[src/rtl/prefetch_pkg.sv]
// Shared definitions for the stream prefetcher.
//   state_e       : FSM state encoding, also exported on outState
//   MODE_*        : channel stream kind (direct strided / two-level indirect)
//   SRC_*         : first-level read port selection
package prefetch_pkg;

  // state    | meaning
  // IDLE     | waiting for trigger, config writes accepted
  // ARB      | round-robin pick of next channel with work left
  // REQ1     | first-level read request held until accepted
  // WAIT1    | waiting for first-level data
  // REQ2     | indirect target read request (always cache)
  // WAIT2    | waiting for target data
  // WRITE    | one-cycle prefetch write pulse, element index advances
  // DONE     | one-cycle completion pulse
  typedef enum logic [3:0] {
    ST_IDLE  = 4'd0,
    ST_ARB   = 4'd1,
    ST_REQ1  = 4'd2,
    ST_WAIT1 = 4'd3,
    ST_REQ2  = 4'd4,
    ST_WAIT2 = 4'd5,
    ST_WRITE = 4'd6,
    ST_DONE  = 4'd7
  } state_e;

  localparam logic MODE_DIRECT   = 1'b0;
  localparam logic MODE_INDIRECT = 1'b1;
  localparam logic SRC_CACHE     = 1'b0;
  localparam logic SRC_STRBUF    = 1'b1;

endpackage

[src/rtl/prefetch_rr_arbiter.sv]
// Round-robin channel picker.
//   req_i   : one bit per channel that still has elements to fetch
//   last_i  : most recently granted channel; search starts just after it
//   gnt_o   : selected channel index (valid only with valid_o)
//   valid_o : at least one channel requested
module prefetch_rr_arbiter #(
  parameter int NUM_CH = 4,
  parameter int CH_W   = 2
) (
  input  logic [NUM_CH-1:0] req_i,
  input  logic [CH_W-1:0]   last_i,
  output logic [CH_W-1:0]   gnt_o,
  output logic              valid_o
);

  logic [CH_W-1:0] cand;

  // Walk the channels starting at last_i+1, wrapping; k == NUM_CH revisits last_i
  // itself so a single busy channel keeps being granted.
  always_comb begin
    gnt_o   = '0;
    valid_o = 1'b0;
    cand    = '0;
    for (int k = 1; k <= NUM_CH; k++) begin
      cand = CH_W'((int'(last_i) + k) % NUM_CH);
      if (!valid_o && req_i[cand]) begin
        gnt_o   = cand;
        valid_o = 1'b1;
      end
    end
  end

endmodule

[src/rtl/stream_prefetcher.sv]
// Multi-channel prefetch engine.
// Channels are programmed while idle through the cfg_* port as direct strided streams
// or two-level indirect streams (index read, then target read from cache). After a
// trigger pulse the channels are served round-robin, one outstanding read at a time,
// and every fetched word is emitted as a single w_valid_o pulse with its address.
//   clk, reset             : clock, synchronous active-high reset
//   trigger, cfg_*         : start pulse and per-channel configuration (idle only)
//   cache_* / wait_cache   : cache read port (req/addr out, stall/ready/data in)
//   strBuf_* / wait_strBuf : store-buffer read port
//   w_valid_o/w_addr_o/w_data_o : prefetch write output
//   done_o, outState       : completion pulse and current FSM state
module stream_prefetcher
  import prefetch_pkg::*;
#(
  parameter int ADDR_W = 32,
  parameter int DATA_W = 32,
  parameter int NUM_CH = 4,
  parameter int CNT_W  = 16,
  localparam int CH_W  = (NUM_CH > 1) ? $clog2(NUM_CH) : 1
) (
  input  logic              clk,
  input  logic              reset,
  input  logic              trigger,
  input  logic              cfg_we,
  input  logic [CH_W-1:0]   cfg_ch,
  input  logic              cfg_en,
  input  logic              cfg_mode,
  input  logic              cfg_src,
  input  logic [ADDR_W-1:0] cfg_base,
  input  logic [ADDR_W-1:0] cfg_stride,
  input  logic [CNT_W-1:0]  cfg_count,
  input  logic [ADDR_W-1:0] cfg_ind_base,
  input  logic [1:0]        cfg_shift,
  output logic              cache_data_req_o,
  output logic [ADDR_W-1:0] cache_r_addr_o,
  input  logic              wait_cache,
  input  logic              cache_data_ready,
  input  logic [DATA_W-1:0] cache_data_i,
  output logic              strBuf_data_req_o,
  output logic [ADDR_W-1:0] strBuf_r_addr_o,
  input  logic              wait_strBuf,
  input  logic              strBuf_data_ready,
  input  logic [DATA_W-1:0] strBuf_data_i,
  output logic              w_valid_o,
  output logic [ADDR_W-1:0] w_addr_o,
  output logic [DATA_W-1:0] w_data_o,
  output logic              done_o,
  output logic [3:0]        outState
);

  state_e state_q, state_d;

  logic              en_q       [NUM_CH];
  logic              mode_q     [NUM_CH];
  logic              src_q      [NUM_CH];
  logic [ADDR_W-1:0] base_q     [NUM_CH];
  logic [ADDR_W-1:0] stride_q   [NUM_CH];
  logic [CNT_W-1:0]  count_q    [NUM_CH];
  logic [ADDR_W-1:0] ind_base_q [NUM_CH];
  logic [1:0]        shift_q    [NUM_CH];
  logic [CNT_W-1:0]  idx_q      [NUM_CH];

  logic [CH_W-1:0]   cur_q, cur_d;
  logic [CH_W-1:0]   last_q, last_d;
  logic [ADDR_W-1:0] addr_q, addr_d;
  logic [ADDR_W-1:0] w_addr_q, w_addr_d;
  logic [DATA_W-1:0] w_data_q, w_data_d;

  logic [NUM_CH-1:0] ch_pending;
  logic [CH_W-1:0]   gnt;
  logic              gnt_valid;
  logic [ADDR_W-1:0] elem_addr;
  logic [ADDR_W-1:0] target_addr;
  logic [DATA_W-1:0] sel_data;
  logic              sel_ready;
  logic              cfg_wr, clr_idx, inc_idx;
  logic              cache_req, sb_req;

  always_comb begin
    for (int c = 0; c < NUM_CH; c++) begin
      ch_pending[c] = en_q[c] && (idx_q[c] < count_q[c]);
    end
  end

  prefetch_rr_arbiter #(
    .NUM_CH (NUM_CH),
    .CH_W   (CH_W)
  ) u_arb (
    .req_i   (ch_pending),
    .last_i  (last_q),
    .gnt_o   (gnt),
    .valid_o (gnt_valid)
  );

  // Element address is formed once at grant time and held in addr_q, which keeps
  // the request address stable for however long the port stalls.
  assign elem_addr   = base_q[gnt] + ADDR_W'(idx_q[gnt]) * stride_q[gnt];
  assign sel_data    = (src_q[cur_q] == SRC_STRBUF) ? strBuf_data_i : cache_data_i;
  assign sel_ready   = (src_q[cur_q] == SRC_STRBUF) ? strBuf_data_ready : cache_data_ready;
  assign target_addr = ind_base_q[cur_q] + (ADDR_W'(sel_data) << shift_q[cur_q]);
  assign cfg_wr      = cfg_we && (state_q == ST_IDLE);

  always_comb begin
    state_d   = state_q;
    cur_d     = cur_q;
    last_d    = last_q;
    addr_d    = addr_q;
    w_addr_d  = w_addr_q;
    w_data_d  = w_data_q;
    clr_idx   = 1'b0;
    inc_idx   = 1'b0;
    cache_req = 1'b0;
    sb_req    = 1'b0;
    case (state_q)
      ST_IDLE: begin
        if (trigger) begin
          clr_idx = 1'b1;
          state_d = ST_ARB;
        end
      end
      ST_ARB: begin
        if (gnt_valid) begin
          cur_d   = gnt;
          last_d  = gnt;
          addr_d  = elem_addr;
          state_d = ST_REQ1;
        end else begin
          state_d = ST_DONE;
        end
      end
      ST_REQ1: begin
        if (src_q[cur_q] == SRC_STRBUF) begin
          sb_req = 1'b1;
          if (!wait_strBuf) state_d = ST_WAIT1;
        end else begin
          cache_req = 1'b1;
          if (!wait_cache) state_d = ST_WAIT1;
        end
      end
      ST_WAIT1: begin
        if (sel_ready) begin
          if (mode_q[cur_q] == MODE_INDIRECT) begin
            addr_d  = target_addr;
            state_d = ST_REQ2;
          end else begin
            w_addr_d = addr_q;
            w_data_d = sel_data;
            state_d  = ST_WRITE;
          end
        end
      end
      ST_REQ2: begin
        cache_req = 1'b1;
        if (!wait_cache) state_d = ST_WAIT2;
      end
      ST_WAIT2: begin
        if (cache_data_ready) begin
          w_addr_d = addr_q;
          w_data_d = cache_data_i;
          state_d  = ST_WRITE;
        end
      end
      ST_WRITE: begin
        inc_idx = 1'b1;
        state_d = ST_ARB;
      end
      ST_DONE: begin
        state_d = ST_IDLE;
      end
      default: begin
        state_d = ST_IDLE;
      end
    endcase
  end

  always_ff @(posedge clk) begin
    if (reset) begin
      state_q  <= ST_IDLE;
      cur_q    <= '0;
      last_q   <= CH_W'(NUM_CH - 1);  // so channel 0 is searched first
      addr_q   <= '0;
      w_addr_q <= '0;
      w_data_q <= '0;
      for (int c = 0; c < NUM_CH; c++) begin
        en_q[c]       <= 1'b0;
        mode_q[c]     <= 1'b0;
        src_q[c]      <= 1'b0;
        base_q[c]     <= '0;
        stride_q[c]   <= '0;
        count_q[c]    <= '0;
        ind_base_q[c] <= '0;
        shift_q[c]    <= '0;
        idx_q[c]      <= '0;
      end
    end else begin
      state_q  <= state_d;
      cur_q    <= cur_d;
      last_q   <= last_d;
      addr_q   <= addr_d;
      w_addr_q <= w_addr_d;
      w_data_q <= w_data_d;
      for (int c = 0; c < NUM_CH; c++) begin
        if (cfg_wr && (cfg_ch == CH_W'(c))) begin
          en_q[c]       <= cfg_en;
          mode_q[c]     <= cfg_mode;
          src_q[c]      <= cfg_src;
          base_q[c]     <= cfg_base;
          stride_q[c]   <= cfg_stride;
          count_q[c]    <= cfg_count;
          ind_base_q[c] <= cfg_ind_base;
          shift_q[c]    <= cfg_shift;
        end
        if (clr_idx) begin
          idx_q[c] <= '0;
        end else if (inc_idx && (cur_q == CH_W'(c))) begin
          idx_q[c] <= idx_q[c] + CNT_W'(1);
        end
      end
    end
  end

  assign cache_data_req_o  = cache_req;
  assign strBuf_data_req_o = sb_req;
  assign cache_r_addr_o    = addr_q;
  assign strBuf_r_addr_o   = addr_q;
  assign w_valid_o         = (state_q == ST_WRITE);
  assign w_addr_o          = w_addr_q;
  assign w_data_o          = w_data_q;
  assign done_o            = (state_q == ST_DONE);
  assign outState          = state_q;

endmodule

[config.mk]
export PLATFORM = sky130hd
export DESIGN_NAME = stream_prefetcher
export DESIGN_NICKNAME = d
export VERILOG_FILES = /design/src/rtl/prefetch_pkg.sv /design/src/rtl/prefetch_rr_arbiter.sv /design/src/rtl/stream_prefetcher.sv
export SDC_FILE = /design/constraint.sdc
export NUM_CORES = 2
export LEC_CHECK = 0
export CORE_AREA = 2 2 339 341
export DETAILED_ROUTE_END_ITERATION = 10
export DIE_AREA = 0 0 341 343
export PLACE_DENSITY = 0.56
export SYNTH_ARGS = -nofsm -noshare
export SYNTH_HDL_FRONTEND = slang
export SYNTH_SLANG_ARGS = --single-unit
[constraint.sdc]
create_clock -name clk -period 12.85 [get_ports clk]
set_input_delay 2.57 -clock clk [delete_from_list [all_inputs] [get_ports clk]]
set_output_delay 2.57 -clock clk [all_outputs]
set_load 0.02 [all_outputs]
==> summary.md <==
| Metric | Value |
|---|---|
| Outcome | `finished clean` |
| Final-report setup violation count | `0` |
| Routed WL | `139200 um` |
| Total of max-cap violations | `0` |
| Fin. max-slew vios | `0` |
| Fmax | `0.09307 GHz` |
| Cell area after synthesis | `0.04506 mm2` |
| Area after DPL | `0.04989 mm2` |
| 1st-iter DRT viols | `2237` |
| Worst path slowest cell | `a21oi_2` |
| Worst-path clk slew | `0.06 ns` |
| Fin util | `0.4605` |
| Period utilization | `0.8362` |
| Post-layout minimum cycle time | `10.74 ns` |
| Min-delay worst type | `register to register` |
| Num ports | `327` |
| Later-pin clock latency in the skew report | `0.67 ns` |
| Buffer and inverter count on the worst path | `3` |
| Final Cell Area | `0.05222 mm2` |
| Vias per inst | `5.193` |
| Total GRT Usage | `0.2385` |
| Synth area leaders | `edfxtp_1, fa_1, and2_1` |
| Synthesized instance count | `4391` |
| RSZ-0062 raised after global routing | `false` |
| Max-slew headroom | `0.1462` |
| CTS HTree Levels | `3` |
| # nets final | `5314` |
| Flops & latches, synth | `637` |
| Clock Sinks | `637` |
| CP most frequent cell | `fa_1` |
| PostCTS Resize Cnt | `0` |
| Die Y | `343 um` |
| Postcts setup bufs | `0` |
| # port buffers | `325` |
| DP HPWL | `100300 um` |
| Gpl congestion | `0.8846` |
| Number of global-route vias before repair | `32512` |
| DRC violations left | `0` |
| Synth top area share | `0.3546` |
| Clock Tree Buf Depth | `3` |
| Setup CP Type | `register to register` |
| Final number of hold-violating endpoints | `0` |
| Critical Path End Type | `register` |
| Antenna violations before repair | `7` |
| Via count | `32195` |
| Final total negative setup slack | `0 ns` |
| Largest net degree at the start of global routing | `137` |
| CP delay by family, top | `compound AO/OA/AOI/OAI gates` |
| Top cells by instance count after synthesis | `nand2_1, edfxtp_1, and2_1` |
| Slew @ Worst Pin | `1.281 ns` |
| Post-DRT Antenna Nets | `0` |
| Clock Skew | `0.03391 ns` |
| CP startpoint kind | `register` |
| CP max FO | `45` |
| Non-filler cells, final | `6200` |
| Layout cells sized above 1 | `0.06850` |
| Initial Utilization | `0.3973` |
| YS warnings | `0` |
| CP peak stage delay | `0.80 ns` |
| Global-route wire length before repair | `209000 um` |
| Post-synth top flop | `edfxtp_1` |
| GRT overflow | `0` |
| Placed Instances | `6061` |
| TritonCTS clock tree | `done` |
| Sequential area share after synthesis | `0.4012` |
| Crit path DAT | `11.33 ns` |
| CTS Buf Count | `74` |
| Die area | `0.1170 mm2` |
| CP required | `13.44 ns` |
| Synthesis-to-layout area growth | `15.91%` |
| Root Driver | `clkbuf_16` |
| Hold_buf cts | `0` |
| Ys async rst share | `0` |
| # rows | `124` |
| Syn Area/Cell | `10.26 um2` |
| Placeable core area | `0.1134 mm2` |
| Iteration count of the initial detailed-routing pass | `5` |
| Synthesized Nets | `5080` |
| Most frequent cell after synthesis | `nand2_1` |
| Die X | `341 um` |
| DR WL/cell | `22.45 um` |
| Cell variety after synth | `74` |
| Reg2reg setup slack | `2.11 ns` |
| Post-synthesis cell type with the largest combined area | `edfxtp_1` |
| EDFF count, synth | `532` |
-- kinds of logic (layout without fill, tap and decap cells) --
| kind of cell | count (synthesis) | in the layout | synth area share |
|---|---|---|---|
| compound gates | 417 | 417 | 0.05926 |
| xor+xnor | 133 | 133 | 0.02616 |
| fa+ha+maj | 498 | 498 | 0.1941 |
| buf+inv | 753 | 1048 | 0.06712 |
| flops | 637 | 637 | 0.4012 |
| mux | 267 | 267 | 0.07104 |
| other cells | 1 | 3 | 0.00008323 |
| simple gates | 1685 | 1685 | 0.1810 |
-- worst register-to-register path: cells and delay by family, from the launching register on --
kind,cells,cell delay (ns)
compound gates,18,5.51
fa+ha+maj,8,3.27
flops,1,0.57
buf+inv,3,0.47
simple gates,3,0.43
mux,1,0.31
xor+xnor,1,0.14
-- cells in the final DEF (no fill, tap or decap), types with 87 or more instances in the layout --
cell type / Yosys / final
mux2i_1: 171 / 166
and2_1: 520 / 520
inv_1: 505 / 505
o21ai_0: 93 / 87
a21oi_1: 119 / 116
nand3_1: 95 / 95
edfxtp_1: 532 / 532
fa_1: 335 / 335
ha_1: 163 / 163
dfxtp_1: 105 / 103
clkdlybuf4s50_1: 0 / 324
nor2_1: 288 / 286
nand2_1: 620 / 620
-- metal layers --
| layer | vias up | wire length (um) | GRT usage |
|---|---|---|---|
| met5 | - | 53 | 0 |
| met4 | 8 | 3502 | 0.06837 |
| met3 | 176 | 8818 | 0.03435 |
| met2 | 1007 | 66980 | 0.4032 |
| met1 | 16077 | 59800 | 0.3191 |
| li1 | 14927 | - | - |
-- final cells by class --
class                   instances  area, um2
repair buffers                406       3884
multi-input cells            3001      24130
clock buffers                  93       1933
inverters                     505       1896
well taps                    1512       1892
flip-flops and latches        637      18080
diodes                          2      5.005
clock inverters                44      399.1
fillers                     10641      61190
-- final timing paths --
kind                                   from                         endpoint  depth (start not counted)
setup / recovery  idx_q[0][6]$_SDFFCE_PN0P_  cache_r_addr_o[31]$_SDFFE_PP0P_                         34
hold reg to reg   w_data_o[29]$_SDFFE_PP0P_        w_data_o[29]$_SDFFE_PP0P_                          2
hold / removal    w_data_o[29]$_SDFFE_PP0P_        w_data_o[29]$_SDFFE_PP0P_                          2
setup reg to reg  idx_q[0][6]$_SDFFCE_PN0P_  cache_r_addr_o[31]$_SDFFE_PP0P_                         34
-- registers in the layout, indices dropped and copies added, names as in the netlist, 3 cells and up, named ones only --
signal,cells
outState,3
base_q,128
src_q,4
w_addr_o,32
idx_q,64
en_q,4
ind_base_q,128
count_q,64
cache_r_addr_o,32
mode_q,4
shift_q,8
w_data_o,32
stride_q,128
-- stage by stage --
| stage | setup WS, ns | hold slack [ns] |
|---|---|---|
| finish | 2.105 | 0.4492 |
| global route | 1.437 | 0.4648 |
| CTS | 1.970 | 0.4518 |
| detailed placement | 1.984 | 0.4451 |
| global placement | 2.121 | 0.4396 |
| floorplan | 3.382 | 0.4835 |
Power is not shown: default switching activity piles up to over one toggle a cycle in this logic, so the estimate is an artifact.
